===== config.mk =====
export PLATFORM = sky130hd
export DESIGN_NAME = sysid_info_block
export DESIGN_NICKNAME = d
export VERILOG_FILES = /design/src/rtl/sysid_info_pkg.sv /design/src/rtl/sysid_uptime_counter.sv /design/src/rtl/sysid_info_block.sv
export SDC_FILE = /design/constraint.sdc
export NUM_CORES = 1
export LEC_CHECK = 0
export CAP_MARGIN = 30
export CORE_MARGIN = 1.5
export CORE_UTILIZATION = 25
export CTS_CLUSTER_SIZE = 16
export DETAILED_ROUTE_END_ITERATION = 7
export SLEW_MARGIN = 5
export SYNTH_ARGS = -nofsm -noshare
export SYNTH_HDL_FRONTEND = slang
export SYNTH_SLANG_ARGS = --single-unit

===== constraint.sdc =====
create_clock -name clock -period 3.1 [get_ports clock]
set_clock_uncertainty 0.2 [all_clocks]
set_input_delay 0.465 -clock clock [delete_from_list [all_inputs] [get_ports clock]]
set_output_delay 0.465 -clock clock [all_outputs]
set_load 0.005 [all_outputs]

===== src/rtl/sysid_info_pkg.sv =====
`default_nettype none
// ============================================================================
// Module      : sysid_info_pkg
// Description : Shared register offsets, CONTROL bit positions and limits for
//               the system-ID / uptime information block.
// Revision    : 1.0 - initial release
// ============================================================================
package sysid_info_pkg;

    // Largest supported number of read-only user info words
    localparam int c_max_user_words = 8;

    // Word offsets within the register window
    localparam logic [3:0] c_addr_system_id = 4'd0;
    localparam logic [3:0] c_addr_timestamp = 4'd1;
    localparam logic [3:0] c_addr_uptime_lo = 4'd2;
    localparam logic [3:0] c_addr_uptime_hi = 4'd3;
    localparam logic [3:0] c_addr_scratch   = 4'd4;
    localparam logic [3:0] c_addr_control   = 4'd5;
    localparam logic [3:0] c_addr_info      = 4'd6;
    localparam logic [3:0] c_addr_user_base = 4'd8;

    // CONTROL register bit positions
    localparam int c_ctrl_clear_bit  = 0;
    localparam int c_ctrl_freeze_bit = 1;

endpackage
`default_nettype wire


===== src/rtl/sysid_uptime_counter.sv =====
`default_nettype none
// ============================================================================
// Module      : sysid_uptime_counter
// Description : 64-bit free-running uptime counter with synchronous clear,
//               freeze control and a high-word shadow for coherent reads.
// Revision    : 1.0 - initial release
// ============================================================================
module sysid_uptime_counter (
    input  logic        clock,
    input  logic        reset_n,
    input  logic        clear,       // zero the counter at this edge
    input  logic        freeze_wr,   // load the FREEZE bit at this edge
    input  logic        freeze_val,
    input  logic        snap,        // capture the high word into the shadow
    output logic [63:0] count,
    output logic [31:0] shadow_hi,
    output logic        freeze
);

    logic [63:0] r_count;
    logic [31:0] r_shadow_hi;
    logic        r_freeze;

    // Counter: clear wins over both freeze and increment; wraps naturally
    always_ff @(posedge clock or negedge reset_n) begin
        if (!reset_n) begin
            r_count <= '0;
        end else if (clear) begin
            r_count <= '0;
        end else if (!r_freeze) begin
            r_count <= r_count + 64'd1;
        end
    end

    // FREEZE bit takes effect from the edge after it is written
    always_ff @(posedge clock or negedge reset_n) begin
        if (!reset_n) begin
            r_freeze <= 1'b0;
        end else if (freeze_wr) begin
            r_freeze <= freeze_val;
        end
    end

    // Shadow the high word at the moment the low word is read
    always_ff @(posedge clock or negedge reset_n) begin
        if (!reset_n) begin
            r_shadow_hi <= '0;
        end else if (snap) begin
            r_shadow_hi <= r_count[63:32];
        end
    end

    assign count     = r_count;
    assign shadow_hi = r_shadow_hi;
    assign freeze    = r_freeze;

endmodule
`default_nettype wire


===== src/rtl/sysid_info_block.sv =====
`default_nettype none
// ============================================================================
// Module      : sysid_info_block
// Description : Avalon-MM slave exposing system ID, build timestamp, uptime
//               counter, scratch/control registers and read-only user words.
//               Zero wait states; fixed, parameterised read latency.
// Revision    : 1.0 - initial release
// ============================================================================
module sysid_info_block
    import sysid_info_pkg::*;
#(
    parameter logic [31:0]                  SYSTEM_ID      = 32'h0000_0000,
    parameter logic [31:0]                  TIMESTAMP      = 32'h0000_0000,
    parameter int                           NUM_USER_WORDS = 4,
    parameter logic [32*NUM_USER_WORDS-1:0] USER_WORDS     = '0,
    parameter int                           READ_LATENCY   = 1
) (
    input  logic        clock,
    input  logic        reset_n,
    input  logic [3:0]  address,
    input  logic        read,
    input  logic        write,
    input  logic [31:0] writedata,
    input  logic [3:0]  byteenable,
    output logic [31:0] readdata,
    output logic        readdatavalid,
    output logic        waitrequest
);

    // Elaboration-time parameter range checks
    if (NUM_USER_WORDS < 1 || NUM_USER_WORDS > c_max_user_words) begin : g_bad_num_user_words
        $error("sysid_info_block: NUM_USER_WORDS out of range 1..8");
    end
    if (READ_LATENCY < 1 || READ_LATENCY > 3) begin : g_bad_read_latency
        $error("sysid_info_block: READ_LATENCY out of range 1..3");
    end

    logic        w_rd_acc;
    logic        w_ctrl_wr;
    logic        w_scratch_wr;
    logic [63:0] w_count;
    logic [31:0] w_shadow_hi;
    logic        w_freeze;
    logic [31:0] w_scratch;
    logic [31:0] w_rd_data;
    logic [31:0] w_user [c_max_user_words];
    logic [7:0]  r_scratch_lane [4];
    logic        r_vld  [READ_LATENCY];
    logic [31:0] r_data [READ_LATENCY];

    // A simultaneous write swallows the read
    assign w_rd_acc     = read & ~write;
    assign w_ctrl_wr    = write && (address == c_addr_control) && byteenable[0];
    assign w_scratch_wr = write && (address == c_addr_scratch);
    assign waitrequest  = 1'b0;

    sysid_uptime_counter u_uptime (
        .clock      (clock),
        .reset_n    (reset_n),
        .clear      (w_ctrl_wr & writedata[c_ctrl_clear_bit]),
        .freeze_wr  (w_ctrl_wr),
        .freeze_val (writedata[c_ctrl_freeze_bit]),
        .snap       (w_rd_acc && (address == c_addr_uptime_lo)),
        .count      (w_count),
        .shadow_hi  (w_shadow_hi),
        .freeze     (w_freeze)
    );

    // User words padded with zeros up to the maximum slot count
    for (genvar k = 0; k < c_max_user_words; k++) begin : g_user
        if (k < NUM_USER_WORDS) begin : g_used
            assign w_user[k] = USER_WORDS[32*k +: 32];
        end else begin : g_unused
            assign w_user[k] = 32'd0;
        end
    end

    // SCRATCH: one register per byte lane, each gated by its byteenable
    for (genvar b = 0; b < 4; b++) begin : g_lane
        always_ff @(posedge clock or negedge reset_n) begin
            if (!reset_n) begin
                r_scratch_lane[b] <= '0;
            end else if (w_scratch_wr && byteenable[b]) begin
                r_scratch_lane[b] <= writedata[8*b +: 8];
            end
        end
    end

    assign w_scratch = {r_scratch_lane[3], r_scratch_lane[2], r_scratch_lane[1], r_scratch_lane[0]};

    // Register map decode using pre-edge state
    always_comb begin
        w_rd_data = 32'd0;
        case (address)
            c_addr_system_id: w_rd_data = SYSTEM_ID;
            c_addr_timestamp: w_rd_data = TIMESTAMP;
            c_addr_uptime_lo: w_rd_data = w_count[31:0];
            c_addr_uptime_hi: w_rd_data = w_shadow_hi;
            c_addr_scratch:   w_rd_data = w_scratch;
            c_addr_control:   w_rd_data = {30'd0, w_freeze, 1'b0};
            c_addr_info:      w_rd_data = {24'd0, 8'(NUM_USER_WORDS)};
            default: begin
                if (address[3]) begin
                    w_rd_data = w_user[address[2:0]];
                end
            end
        endcase
    end

    // Read pipeline: data is zeroed in any slot that carries no valid read
    always_ff @(posedge clock or negedge reset_n) begin
        if (!reset_n) begin
            for (int i = 0; i < READ_LATENCY; i++) begin
                r_vld[i]  <= 1'b0;
                r_data[i] <= '0;
            end
        end else begin
            r_vld[0]  <= w_rd_acc;
            r_data[0] <= w_rd_acc ? w_rd_data : 32'd0;
            for (int i = 1; i < READ_LATENCY; i++) begin
                r_vld[i]  <= r_vld[i-1];
                r_data[i] <= r_data[i-1];
            end
        end
    end

    assign readdatavalid = r_vld[READ_LATENCY-1];
    assign readdata      = r_data[READ_LATENCY-1];

endmodule
`default_nettype wire


==> results.rst, run 1 <==
.. list-table::
   :header-rows: 1

   * - Metric
     - Value
   * - Total vias in the final route
     - 5,657
   * - Delay contributed by the slowest stage of the critical path
     - 580 ps
   * - Post-synth design cell area
     - ~0.0074 mm2
   * - Setup ws final
     - 404 ps
   * - Post-Syn Nets
     - 710
   * - Placed instance area
     - 0.00876 mm2
   * - Maximum number of pins on one net before global-route repair
     - 63
   * - Worst hold endpoint
     - u_uptime.shadow_hi[6]
   * - Clock network latency to the later pin of the worst-skew pair
     - 440 ps
   * - Worst reg2reg path startpoint
     - u_uptime.count[1]
   * - Most frequently used flop master after synthesis
     - sky130_fd_sc_hd__dfrtp_1
   * - Time the worst path needs with I/O delays and setup
     - 2700 ps
   * - Cell row count
     - 62
   * - Violation count after the first detailed-route iteration
     - 475
   * - Count of distinct cell types in the synthesized netlist
     - 46
   * - Highest achievable clock rate
     - 0.371 GHz
   * - Post-detailed-route wirelength per cell
     - 16.9 um
   * - First-pass GRT wire length
     - 31,700 um
   * - I/O pin cnt
     - just under 80
   * - Final design instance area without fill
     - around 0.0094 mm2
   * - Post-CTS setup buffers
     - 0
   * - DIE AREA
     - 0.0307 mm2
   * - Number of detailed-route iterations in the first pass
     - 8
   * - Most common library cell in the layout ignoring fill and taps
     - sky130_fd_sc_hd__dfrtp_1
   * - Number of warnings reported in the yosys synthesis log
     - 0
   * - Number of antenna violations at the first check in global routing
     - 0
   * - Root Buffer
     - sky130_fd_sc_hd__clkbuf_16
   * - Most used cells in the layout excluding fill and tap cells
     - sky130_fd_sc_hd__dfrtp_1, sky130_fd_sc_hd__nor2_1, sky130_fd_sc_hd__clkdlybuf4s50_1
   * - Vias in the first global route
     - 5,740
   * - Average size of a mapped cell
     - 11.1 um2
   * - Setup violation total in the final timing report
     - 0
   * - Total CTS buffers
     - 17
   * - Final count of pins violating max slew
     - 0
   * - Count of buffers inserted at the top-level ports
     - 76
   * - Number of cells traversed by the worst hold path
     - 2
   * - Std-Cell Core Area
     - 0.0289 mm2
   * - Maximum clock path buffer count
     - 2
   * - Clock slew at reported path FFs
     - 70 ps
   * - Fraction of final layout cells with drive strength greater than 1
     - between 10% and 20%
   * - Tightest Pin Transition
     - roughly 760 ps
   * - #FFs+latches synth
     - approximately 160
   * - Capturing element type of the critical path
     - flop
   * - Die Wd
     - 175 um
   * - H-Tree Level Count
     - 4
   * - CTS tree
     - done
   * - Start point of the critical path
     - u_uptime.count[1]
   * - Total leakage power
     - 3.66 nW
   * - CP max stage cell
     - sky130_fd_sc_hd__or4_1
   * - Violations in the final reports
     - DRC
   * - Final Hold Violating Endpoints
     - 0
   * - Synthesized instance count
     - 665
   * - Diodes inserted
     - 0
   * - Weighted congestion at the end of routability-driven global placement
     - 0.834
   * - Minimum setup slack among reg-to-reg paths
     - slightly above 400 ps
   * - TNS Setup
     - 0 ps
   * - Post-DP HPWL
     - 13,600 um
   * - Reported max-cap violation count
     - 0
   * - Number of nets with antenna violations after detailed routing
     - 0
   * - Areal power density over the cells
     - 679 mW/mm2
   * - Worst hold start
     - u_uptime.shadow_hi[6]
   * - Setup repair after global routing missed its margin
     - false
   * - Num Clock Sinks
     - 162
   * - Arrival time at the worst endpoint
     - roughly 2900 ps
   * - Worst Path Class, Setup
     - reg2reg
   * - Remaining global-route overflow
     - 0
   * - Share of the clock period used by the worst path
     - 87.0%
   * - Worst EP required
     - 3260 ps
   * - Worst Reg2Reg Path Length in Cells
     - 6
   * - Growth of design area from synthesis to finish
     - 26.6%
   * - Die height
     - 175 um
   * - Path class of the lowest-slack min-delay path
     - reg2reg
   * - R2R Path End
     - u_uptime.count[46]
   * - Run status
     - complete, but fails checks
   * - Worst IR Drop VDD
     - 0.351 mV
   * - Remaining max-slew budget at the tightest pin
     - between 40% and 50%
   * - EDFF count, synth
     - 0
   * - Initial Utilization
     - 25.6%
   * - Number of remaining DRC errors
     - 1
   * - Setup slack at placement
     - 137 ps
   * - Share of the yosys chip area belonging to registers
     - 54.7%
   * - CP cell instances
     - ha_1, nand3_1, nor4_1, nand4_1, or4_1, a21oi_1
   * - Crit path max fanout
     - 6
   * - Ys async rst share
     - 100%
   * - # nets final
     - around 800
   * - Launching element type of the critical path
     - flop
   * - Final hold slack
     - a little under 300 ps
   * - Via-to-Cell Ratio
     - 4.92
   * - Global routing usage summed across all routing layers
     - 13.2%
   * - Total Routed Length
     - between 15,000 and 20,000 um
-- state kept, by name, summed over array words and instances, names as in the netlist --
name and count:
r_scratch_lane 32, readdata 32, readdatavalid 1, u_uptime.count 64, u_uptime.freeze 1, u_uptime.shadow_hi 32
-- cell usage after synthesis, types with 5 or more instances --
master | count | area (um2)
sky130_fd_sc_hd__a21oi_1 | 32 | 160
sky130_fd_sc_hd__nor2_1 | 80 | 300
sky130_fd_sc_hd__xor2_1 | 22 | 193
sky130_fd_sc_hd__or4_1 | 14 | 105
sky130_fd_sc_hd__inv_1 | 7 | 26.3
sky130_fd_sc_hd__or3_1 | 16 | 100
sky130_fd_sc_hd__xnor2_1 | 10 | 87.6
sky130_fd_sc_hd__and3_1 | 6 | 37.5
sky130_fd_sc_hd__nand2_1 | 42 | 158
sky130_fd_sc_hd__and2_1 | 5 | 31.3
sky130_fd_sc_hd__nand3_1 | 31 | 155
sky130_fd_sc_hd__nand4_1 | 23 | 144
sky130_fd_sc_hd__nor3_1 | 6 | 30.0
sky130_fd_sc_hd__nor4_1 | 8 | 50.1
sky130_fd_sc_hd__buf_2 | 7 | 35.0
sky130_fd_sc_hd__o31ai_1 | 14 | 105
sky130_fd_sc_hd__mux2_2 | 60 | 676
sky130_fd_sc_hd__o21ai_0 | 21 | 105
sky130_fd_sc_hd__clkbuf_1 | 25 | 93.8
sky130_fd_sc_hd__a222oi_1 | 30 | 300
sky130_fd_sc_hd__dfrtp_1 | 162 | 4050
-- critical path, delay by kind of cell (launching register included) --
kind                     cells  cell delay (ps)
flip-flops                   1              440
AND/OR/NAND/NOR              4             1510
AO/OA/AOI/OAI                1              160
adder cells (fa/ha/maj)      1              300
-- cell families after synthesis --
logic type / synth area share [%]
adder cells (fa/ha/maj): 0.169
other: 0.0506
buffers and inverters: 2.35
multiplexers: 9.25
AND/OR/NAND/NOR: 20.2
flip-flops: 54.7
XOR/XNOR: 3.78
AO/OA/AOI/OAI: 9.57
-- metrics by stage --
stage | std cells | total power [mW] | utilization, %
floorplan | 665 | 3.75 | -
global placement | 1117 | 4.18 | 30.3
detailed placement | 1117 | 4.22 | 30.3
CTS | 1150 | 6.42 | 32.4
global route | 1150 | 6.72 | 32.4
finish | 1150 | 6.37 | 32.4
-- per-layer routing --
layer,wire length (um),track usage [%],vias up
met5,0,0,-
li1,-,-,2636
met2,9090,20.7,162
met4,358,5.02,0
met1,9080,17.9,2836
met3,924,2.59,23
-- report_power, final --
group	total [mW]	internal, mW	switching (mW)
logic	1.18	0.533	0.643
clock network	2.18	1.24	0.946
registers	3.02	2.54	0.476
total	6.37	4.31	2.07
-- cell type report --
cell class              instances  area, um2
fillers                      2929      19600
inverters                       7       26.3
clock buffers                  18        439
multi-input cells             462       3210
flip-flops and latches        162       4050
clock inverters                14        173
repair buffers                103       1000
well taps                     384        480
-- how the worst max path moves through the flow --
stage,end,cells past startpoint
6_report,u_uptime.count[46],6
4_1_cts,u_uptime.count[46],6
3_5_place_dp,r_scratch_lane[22],4
3_3_place_gp,r_scratch_lane[21],4
2_1_floorplan,u_uptime.count[34],7
5_1_grt,u_uptime.count[46],6
-- timing repair --
item | in CTS | in global routing
gates resized for setup | 0 | 0
hold endpoints to repair | 59 | 0
hold buffers | 1 | 0
Note: power is estimated with default switching activity, not from simulation.
==> run 2: changes to the inputs <==
CAP_MARGIN = 5   (was 30)
CORE_MARGIN = default   (was 1.5)
SETUP_SLACK_MARGIN = 0.3   (was default)
==> results.rst, run 2 (synthesized netlist as in run 1, its figures left out) <==
.. list-table::
   :header-rows: 1

   * - Metric
     - Value
   * - Weighted congestion at the end of routability-driven global placement
     - 0.809 (was 0.834)
   * - Reported max-cap violation count
     - 0 (unchanged)
   * - Non-filler instance count after layout
     - 1,150 (unchanged)
   * - I/O pin cnt
     - 78 (unchanged)
   * - Post-layout power
     - 6.33 mW (was 6.37 mW)
   * - Num Clock Sinks
     - 162 (unchanged)
   * - Maximum number of pins on one net before global-route repair
     - 65 (was 63)
   * - Total CTS buffers
     - 17 (unchanged)
   * - Die height
     - 174 um (was 175 um)
   * - Crit path max fanout
     - 20 (was 6)
   * - Cell row count
     - 62 (unchanged)
   * - Setup repair after global routing missed its margin
     - false (unchanged)
   * - Setup slack at placement
     - 330 ps (was 137 ps)
   * - Via-to-Cell Ratio
     - 4.91 (was 4.92)
   * - Most used cells in the layout excluding fill and tap cells
     - sky130_fd_sc_hd__dfrtp_1, sky130_fd_sc_hd__nor2_1, sky130_fd_sc_hd__clkdlybuf4s50_1 (unchanged)
   * - Cells after DPL
     - 1,118 (was 1,117)
   * - Global routing usage summed across all routing layers
     - 13.3% (was 13.2%)
   * - Number of remaining DRC errors
     - 0 (was 1)
   * - Maximum clock path buffer count
     - 2 (unchanged)
   * - Remaining global-route overflow
     - 0 (unchanged)
   * - Highest achievable clock rate
     - 0.384 GHz (was 0.371 GHz)
   * - Growth of design area from synthesis to finish
     - 26.3% (was 26.6%)
   * - Final count of pins violating max slew
     - 0 (unchanged)
   * - Number of antenna violations at the first check in global routing
     - 0 (unchanged)
   * - Number of flip-flops in the largest register
     - 64 (unchanged)
   * - Capturing element type of the critical path
     - flop (unchanged)
   * - Post-detailed-route wirelength per cell
     - 17.0 um (was 16.9 um)
   * - DIE AREA
     - 0.0304 mm2 (was 0.0307 mm2)
   * - Diodes inserted
     - 0 (unchanged)
   * - Setup ws final
     - 494 ps (was 404 ps)
   * - Vias in the first global route
     - 5,680 (was 5,740)
   * - Filler instances
     - 2,942 (was 2,929)
   * - Final design instance area without fill
     - 0.00936 mm2 (was 0.00938 mm2)
   * - CTS tree
     - done (unchanged)
   * - Count of buffers inserted at the top-level ports
     - 76 (unchanged)
   * - Delay-heaviest family, CP
     - simple AND/OR/NAND/NOR gates (unchanged)
   * - Time the worst path needs with I/O delays and setup
     - 2610 ps (was 2700 ps)
   * - TNS Setup
     - 0 ps (unchanged)
   * - Clock slew at reported path FFs
     - 70 ps (about the same)
   * - Launching element type of the critical path
     - flop (unchanged)
   * - Worst Path Class, Setup
     - reg2reg (unchanged)
   * - Worst EP required
     - 3250 ps (was 3260 ps)
   * - Root Buffer
     - sky130_fd_sc_hd__clkbuf_16 (unchanged)
   * - Post-DP HPWL
     - 13,700 um (was 13,600 um)
   * - Critical path's most frequent cell
     - sky130_fd_sc_hd__buf_4
   * - Die Wd
     - 174 um (was 175 um)
   * - Final hold slack
     - 285 ps (was 291 ps)
   * - Fraction of final layout cells with drive strength greater than 1
     - 18.5% (was 18.7%)
   * - Violation count after the first detailed-route iteration
     - 478 (was 475)
   * - Run status
     - finished clean (was complete, but fails checks)
   * - Placed instance area
     - 0.00876 mm2 (about the same)
   * - Post-CTS setup buffers
     - 0 (unchanged)
   * - Total vias in the final route
     - 5,643 (was 5,657)
   * - First-pass GRT wire length
     - 31,700 um (about the same)
   * - Total Routed Length
     - 19,500 um (was 19,400 um)
   * - Worst IR Drop VDD
     - 0.347 mV (was 0.351 mV)
   * - Total leakage power
     - 3.66 nW (about the same)
   * - Number of nets with antenna violations after detailed routing
     - 0 (unchanged)
   * - CP max stage cell
     - sky130_fd_sc_hd__or4_1 (unchanged)
   * - Path class of the lowest-slack min-delay path
     - reg2reg (unchanged)
   * - Clock network latency to the later pin of the worst-skew pair
     - 430 ps (was 440 ps)
   * - Setup violation total in the final timing report
     - 0 (unchanged)
   * - Number of buffers and inverters on the critical path
     - 2 (was 0)
   * - Share of the clock period used by the worst path
     - 84.1% (was 87.0%)
   * - Tightest Pin Transition
     - 729 ps (was 759 ps)
   * - Arrival time at the worst endpoint
     - 2760 ps (was 2860 ps)
   * - Most common library cell in the layout ignoring fill and taps
     - sky130_fd_sc_hd__dfrtp_1 (unchanged)
   * - Initial Utilization
     - 25.6% (unchanged)
   * - End-of-flow core utilization
     - 32.4% (about the same)
   * - Std-Cell Core Area
     - 0.0289 mm2 (unchanged)
   * - Delay contributed by the slowest stage of the critical path
     - 470 ps (was 580 ps)
   * - Areal power density over the cells
     - 676 mW/mm2 (was 679 mW/mm2)
   * - # nets final
     - 799 (was 798)
   * - Final Hold Violating Endpoints
     - 0 (unchanged)
   * - CP cell instances
     - nand4_2, nor4_4, buf_4, nand3_1, buf_4, or4_1, a21oi_1 (was ha_1, nand3_1, nor4_1, nand4_1, or4_1, a21oi_1)
   * - H-Tree Level Count
     - 4 (unchanged)
   * - Number of detailed-route iterations in the first pass
     - 6 (was 8)
   * - Remaining max-slew budget at the tightest pin
     - 51.0% (was 49.0%)
## run 2: what timing repair did
item | in CTS | in global routing
hold buffers | 1 | 0
gates resized for setup | 0 | 0
hold endpoints to repair | 59 | 0
## run 2: path summary, 6_finish.rpt
kind | from | slack [ps] | depth (start not counted) | end
worst min register to register | u_uptime.shadow_hi[8] | 290 | 2 | u_uptime.shadow_hi[8]
max in group asynchronous | reset_n | 1510 | 3 | u_uptime.count[20]
worst max register to register | u_uptime.count[12] | 490 | 7 | u_uptime.count[60]
worst min-delay path | u_uptime.shadow_hi[8] | 290 | 2 | u_uptime.shadow_hi[8]
min in group asynchronous | reset_n | 400 | 2 | u_uptime.count[24]
worst max-delay path | u_uptime.count[12] | 490 | 7 | u_uptime.count[60]
## run 2: tightest hold or removal path: cells and delay by family, from the launching register on
| kind | cells | cell delay (ps) |
|---|---|---|
| compound gates | 1 | 60 |
| flops | 1 | 350 |
| simple gates | 1 | 50 |
## run 2: layout make-up
class / instances / area [um2] / area share (%)
flip-flops and latches: 162 / 4050 / 43.3
multi-input cells: 462 / 3210 / 34.3
repair buffers: 104 / 1000 / 10.7
well taps: 384 / 480 / 5.13
clock buffers: 21 / 470 / 5.03
clock inverters: 10 / 124 / 1.32
inverters: 7 / 26.3 / 0.281
## run 2: layer usage
metal  track usage (%)  routed length [um]  vias up  part of all wire, %
met5                 0                   0        -                    0
met4              4.50                 335        0                  1.7
met3              2.73                 841       25                  4.3
met2              21.0                9050      139                   46
met1              18.0                9310     2839                   48
li1                  -                   -     2640                    -
## run 2: power breakdown
group | leakage, nW | switching (mW) | total [mW] | internal, mW
combinational | 1.40 | 0.627 | 1.16 | 0.528
clock | 0.287 | 0.881 | 2.14 | 1.26
sequential | 1.97 | 0.494 | 3.03 | 2.54
total | 3.66 | 2.00 | 6.33 | 4.32
==> run 3: changes to the inputs <==
clock period = 2.2 ns   (was 3.1 ns; I/O delays follow)
==> results.rst, run 3 (synthesized netlist as in run 1, its figures left out) <==
.. list-table::
   :header-rows: 1

   * - Metric
     - Value
   * - Worst Path Class, Setup
     - reg2reg (unchanged)
   * - Run status
     - finished clean (unchanged)
   * - Fraction of final layout cells with drive strength greater than 1
     - 39.5% (was 18.5%)
   * - Die height
     - 174 um (unchanged)
   * - Num Clock Sinks
     - 162 (unchanged)
   * - Reported max-cap violation count
     - 0 (unchanged)
   * - Most common library cell in the layout ignoring fill and taps
     - sky130_fd_sc_hd__dfrtp_1 (unchanged)
   * - Final count of pins violating max slew
     - 0 (unchanged)
   * - Count of buffers inserted at the top-level ports
     - 76 (unchanged)
   * - Arrival time at the worst endpoint
     - 2340 ps (was 2760 ps)
   * - Delay contributed by the slowest stage of the critical path
     - 540 ps (was 470 ps)
   * - CP max stage cell
     - sky130_fd_sc_hd__or4_4 (was sky130_fd_sc_hd__or4_1)
   * - DIE AREA
     - 0.0304 mm2 (unchanged)
   * - H-Tree Level Count
     - 4 (unchanged)
   * - First-pass GRT wire length
     - 36,000 um (was 31,700 um)
   * - Path class of the lowest-slack min-delay path
     - in2async (was reg2reg)
   * - Number of remaining DRC errors
     - 0 (unchanged)
   * - Final Hold Violating Endpoints
     - 0 (unchanged)
   * - Setup slack at placement
     - -97.6 ps (was 330 ps)
   * - Number of nets with antenna violations after detailed routing
     - 0 (unchanged)
   * - Capturing element type of the critical path
     - flop (unchanged)
   * - Setup repair after global routing missed its margin
     - true (was false)
   * - Number of detailed-route iterations in the first pass
     - 6 (unchanged)
   * - Global routing usage summed across all routing layers
     - 15.2% (was 13.3%)
   * - Root Buffer
     - sky130_fd_sc_hd__clkbuf_16 (unchanged)
   * - Std-Cell Core Area
     - 0.0289 mm2 (unchanged)
   * - Most used cells in the layout excluding fill and tap cells
     - sky130_fd_sc_hd__dfrtp_1, sky130_fd_sc_hd__buf_4, sky130_fd_sc_hd__nor2_1 (was sky130_fd_sc_hd__dfrtp_1, sky130_fd_sc_hd__nor2_1, sky130_fd_sc_hd__clkdlybuf4s50_1)
   * - End-of-flow core utilization
     - 39.1% (was 32.4%)
   * - CP cell instances
     - buf_4, nand4_1, nor3_4, nand3_4, or4_4, a21oi_2 (was nand4_2, nor4_4, buf_4, nand3_1, buf_4, or4_1, a21oi_1)
   * - Cell row count
     - 62 (unchanged)
   * - Worst EP required
     - 2360 ps (was 3250 ps)
   * - Time the worst path needs with I/O delays and setup
     - 2170 ps (was 2610 ps)
   * - Post-DP HPWL
     - 15,400 um (was 13,700 um)
   * - Final hold slack
     - 157 ps (was 285 ps)
   * - CTS tree
     - done (unchanged)
   * - Clock slew at reported path FFs
     - 70 ps (about the same)
   * - Worst Reg2Reg Path Length in Cells
     - 6 (was 7)
   * - Clock network latency to the later pin of the worst-skew pair
     - 430 ps (about the same)
   * - Post-detailed-route wirelength per cell
     - 17.3 um (was 17.0 um)
   * - Post-layout power
     - 10.8 mW (was 6.33 mW)
   * - Launching element type of the critical path
     - flop (unchanged)
   * - Number of antenna violations at the first check in global routing
     - 0 (unchanged)
   * - Weighted congestion at the end of routability-driven global placement
     - 0.860 (was 0.809)
   * - Via-to-Cell Ratio
     - 4.92 (was 4.91)
   * - Number of flip-flops in the largest register
     - 64 (unchanged)
   * - Initial Utilization
     - 25.6% (unchanged)
   * - Worst IR Drop VDD
     - 0.410 mV (was 0.347 mV)
   * - # nets final
     - 961 (was 799)
   * - Total Routed Length
     - 22,700 um (was 19,500 um)
   * - I/O pin cnt
     - 78 (unchanged)
   * - Areal power density over the cells
     - 955 mW/mm2 (was 676 mW/mm2)
   * - Die Wd
     - 174 um (unchanged)
   * - Remaining global-route overflow
     - 0 (unchanged)
   * - Share of the clock period used by the worst path
     - 98.7% (was 84.1%)
   * - Setup violation total in the final timing report
     - 0 (unchanged)
   * - Total leakage power
     - 4.68 nW (was 3.66 nW)
   * - Diodes inserted
     - 0 (unchanged)
   * - Violation count after the first detailed-route iteration
     - 513 (was 478)
   * - Total CTS buffers
     - 17 (unchanged)
   * - Maximum number of pins on one net before global-route repair
     - 65 (unchanged)
   * - Total vias in the final route
     - 6,462 (was 5,643)
   * - Setup ws final
     - 27.6 ps (was 494 ps)
   * - Crit path max fanout
     - 5 (was 20)
   * - Maximum clock path buffer count
     - 2 (unchanged)
   * - Vias in the first global route
     - 6,573 (was 5,680)
   * - Highest achievable clock rate
     - 0.460 GHz (was 0.384 GHz)
   * - Growth of design area from synthesis to finish
     - 52.5% (was 26.3%)
## run 3: path summary, 6_finish.rpt
kind,endpoint,slack [ps],from
min in group clock,readdatavalid,300,read
setup / recovery,u_uptime.count[61],30,u_uptime.count[21]
setup reg to reg,u_uptime.count[61],30,u_uptime.count[21]
max in group asynchronous,u_uptime.count[4],970,reset_n
hold / removal,r_scratch_lane[21],160,reset_n
hold reg to reg,u_uptime.shadow_hi[8],300,u_uptime.shadow_hi[8]
## run 3: routing by layer
metal  global-route usage [%]  routed length (um)  vias up
met5                        0                   0        -
met2                     26.3               11700      163
met4                     5.92                 511        0
met3                     2.36                 904       32
li1                         -                   -     2979
met1                     19.0                9630     3288
## run 3: stage by stage
step / TNS [ps] / instances / area, um2
finish: 0 / 1313 / 11300
global route: -217 / 1313 / 11300
CTS: 0 / 1284 / 10800
detailed placement: -1740 / 1222 / 9700
global placement: -1570 / 1222 / 9700
floorplan: 0 / 665 / 7530
## run 3: cell type report
| cell class | instances | area [um2] |
|---|---|---|
| Clock buffer | 18 | 439 |
| Sequential cell | 162 | 4060 |
| Multi-Input combinational cell | 462 | 3660 |
| Clock inverter | 14 | 190 |
| Timing Repair Buffer | 266 | 2440 |
| Tap cell | 384 | 480 |
| Fill cell | 2723 | 17600 |
| Inverter | 7 | 26.3 |
## run 3: repair_timing
action	in CTS	in global routing
pin swaps	33	56
endpoints found under the setup margin	44	53
resized for setup	55	54
endpoints found under the hold margin	140	0
buffers inserted	29	29
hold buffers	1	0
## run 3: report_power, final
part           leakage [nW]  switching [mW]  total, mW  internal (mW)
Combinational          2.41            1.71       3.51           1.80
Sequential             1.97           0.508       4.10           3.59
Clock                 0.312            1.33       3.19           1.86
## run 3: worst max-delay path: cells and delay by family, from the launching register on
kind	cells	cell delay, ps
DFF	1	350
buffers and inverters	1	150
AOI/OAI and AO/OA	1	150
and+or+nand+nor	4	1250
==> RTL edit (settings of run 2) <==
`NUM_USER_WORDS`: 4 -> 8.
--- a/src/rtl/sysid_info_block.sv
+++ b/src/rtl/sysid_info_block.sv
@@ -13,3 +13,3 @@
     parameter logic [31:0]                  TIMESTAMP      = 32'h0000_0000,
-    parameter int                           NUM_USER_WORDS = 4,
+    parameter int                           NUM_USER_WORDS = 8,
     parameter logic [32*NUM_USER_WORDS-1:0] USER_WORDS     = '0,
Formal check against the unedited RTL: not equivalent (Yosys sat finds a counterexample within 4 cycles, from zero or initial values and one cycle with reset_n low).
==> RTL edit against run 2 <==
Worst setup slack improved by 0.060 ns. Largest cell class unchanged. Routed wire length shrank 5.4%. Area after synthesis down 2.3%. Sequential power fell by 6.9%. Highest routed layer unchanged. Global-route usage shrank 0.069 points. Design area down 2.4%. Critical path type unchanged. Sequential cell count did not move. Power is 13% lower.
==> RTL edit: results <==
set metrics [dict create \
    status "complete, no violations" \
    synth.mux.area_fraction 0.101 \
    first_pass_iters 8 \
    grtUsageMet2 0.203 \
    design.seq.count 162 \
    buf_share 0.107 \
    crit_end "u_uptime.count[48]" \
    placed_cell_area_um2 8560 \
    place.gp.congestion 0.796 \
    ir_drop_mv 0.280 \
    synthesis.nets 683 \
    dp.cells 1080 \
    final_cells 1113 \
    netlist_instances 638 \
    wl_met3_um 923 \
    final_nets 767 \
    clkbuf_count 19 \
    fillers 2838 \
    worstPathArrival_ns 2.69 \
    multi_input_cells 434 \
    ys_types 48 \
    timing.rr.start "u_uptime.count[0]" \
    grt_max_degree 56 \
    synthTopCellsByArea "dfrtp_1 56%, mux2_2 10%, a222oi_1 4.3%" \
    synthXorXnorAreaFrac 0.0435 \
    worstHoldStart "r_scratch_lane[24]" \
    critPathMaxStageDelay_ns 0.55 \
    ys_seq_area_frac 0.560 \
    slew-limit-headroom 0.627 \
    worstHoldEndpoint "r_scratch_lane[24]" \
    ff2ff_path_depth 6 \
    timing.final.crit_share 0.821 \
    multi_input_area_share 0.333 \
    synth_common_cells "162 x dfrtp_1, 81 x nor2_1, 64 x mux2_2" \
    post_drt_wl_per_cell_um 16.6 \
    clkCellAreaFrac 0.0618 \
    grt_pass1_wl_um 30000 \
    drive_above_1_share 0.180 \
    place_hpwl_um 12600 \
    reg2reg_setup_slack_ns 0.55 \
    n_all_buffers 99 \
    fin_area_um2 9140 \
    met2_length_um 8500 \
    use_met3 0.0302 \
    drtIter0Drc 446 \
    nonClockInverterCount 8 \
]
==> RTL edit: changes by cell type after synthesis, moves of 3 or more <==
cell	run 2	this run
a21oi_1	32	25
and2_1	5	2
and3_1	6	13
buf_1	0	3
mux2_2	60	64
nand2_1	42	26
nand3_2	4	1
nor4_2	3	0
o31ai_1	14	5
or3_1	16	19
or4_1	14	5
==> RTL edit: power groups by stage <==
stage | logic, W | clock network (W) | registers (W)
2_1_floorplan | 0.000500 | 0 | 0.00272
3_3_place_gp | 0.000672 | 0 | 0.00284
3_5_place_dp | 0.000693 | 0 | 0.00285
4_1_cts | 0.000700 | 0.00208 | 0.00281
5_1_grt | 0.000778 | 0.00216 | 0.00287
6_report | 0.000688 | 0.00203 | 0.00282
==> RTL edit: worst register-to-register path, stage by stage, from the launching register on <==
cell and delay, ns:
dfrtp_1 0.42, ha_1 0.20, nand3_1 0.11, nor4b_1 0.49, nand4_2 0.35, or4_1 0.55, a21oi_1 0.15
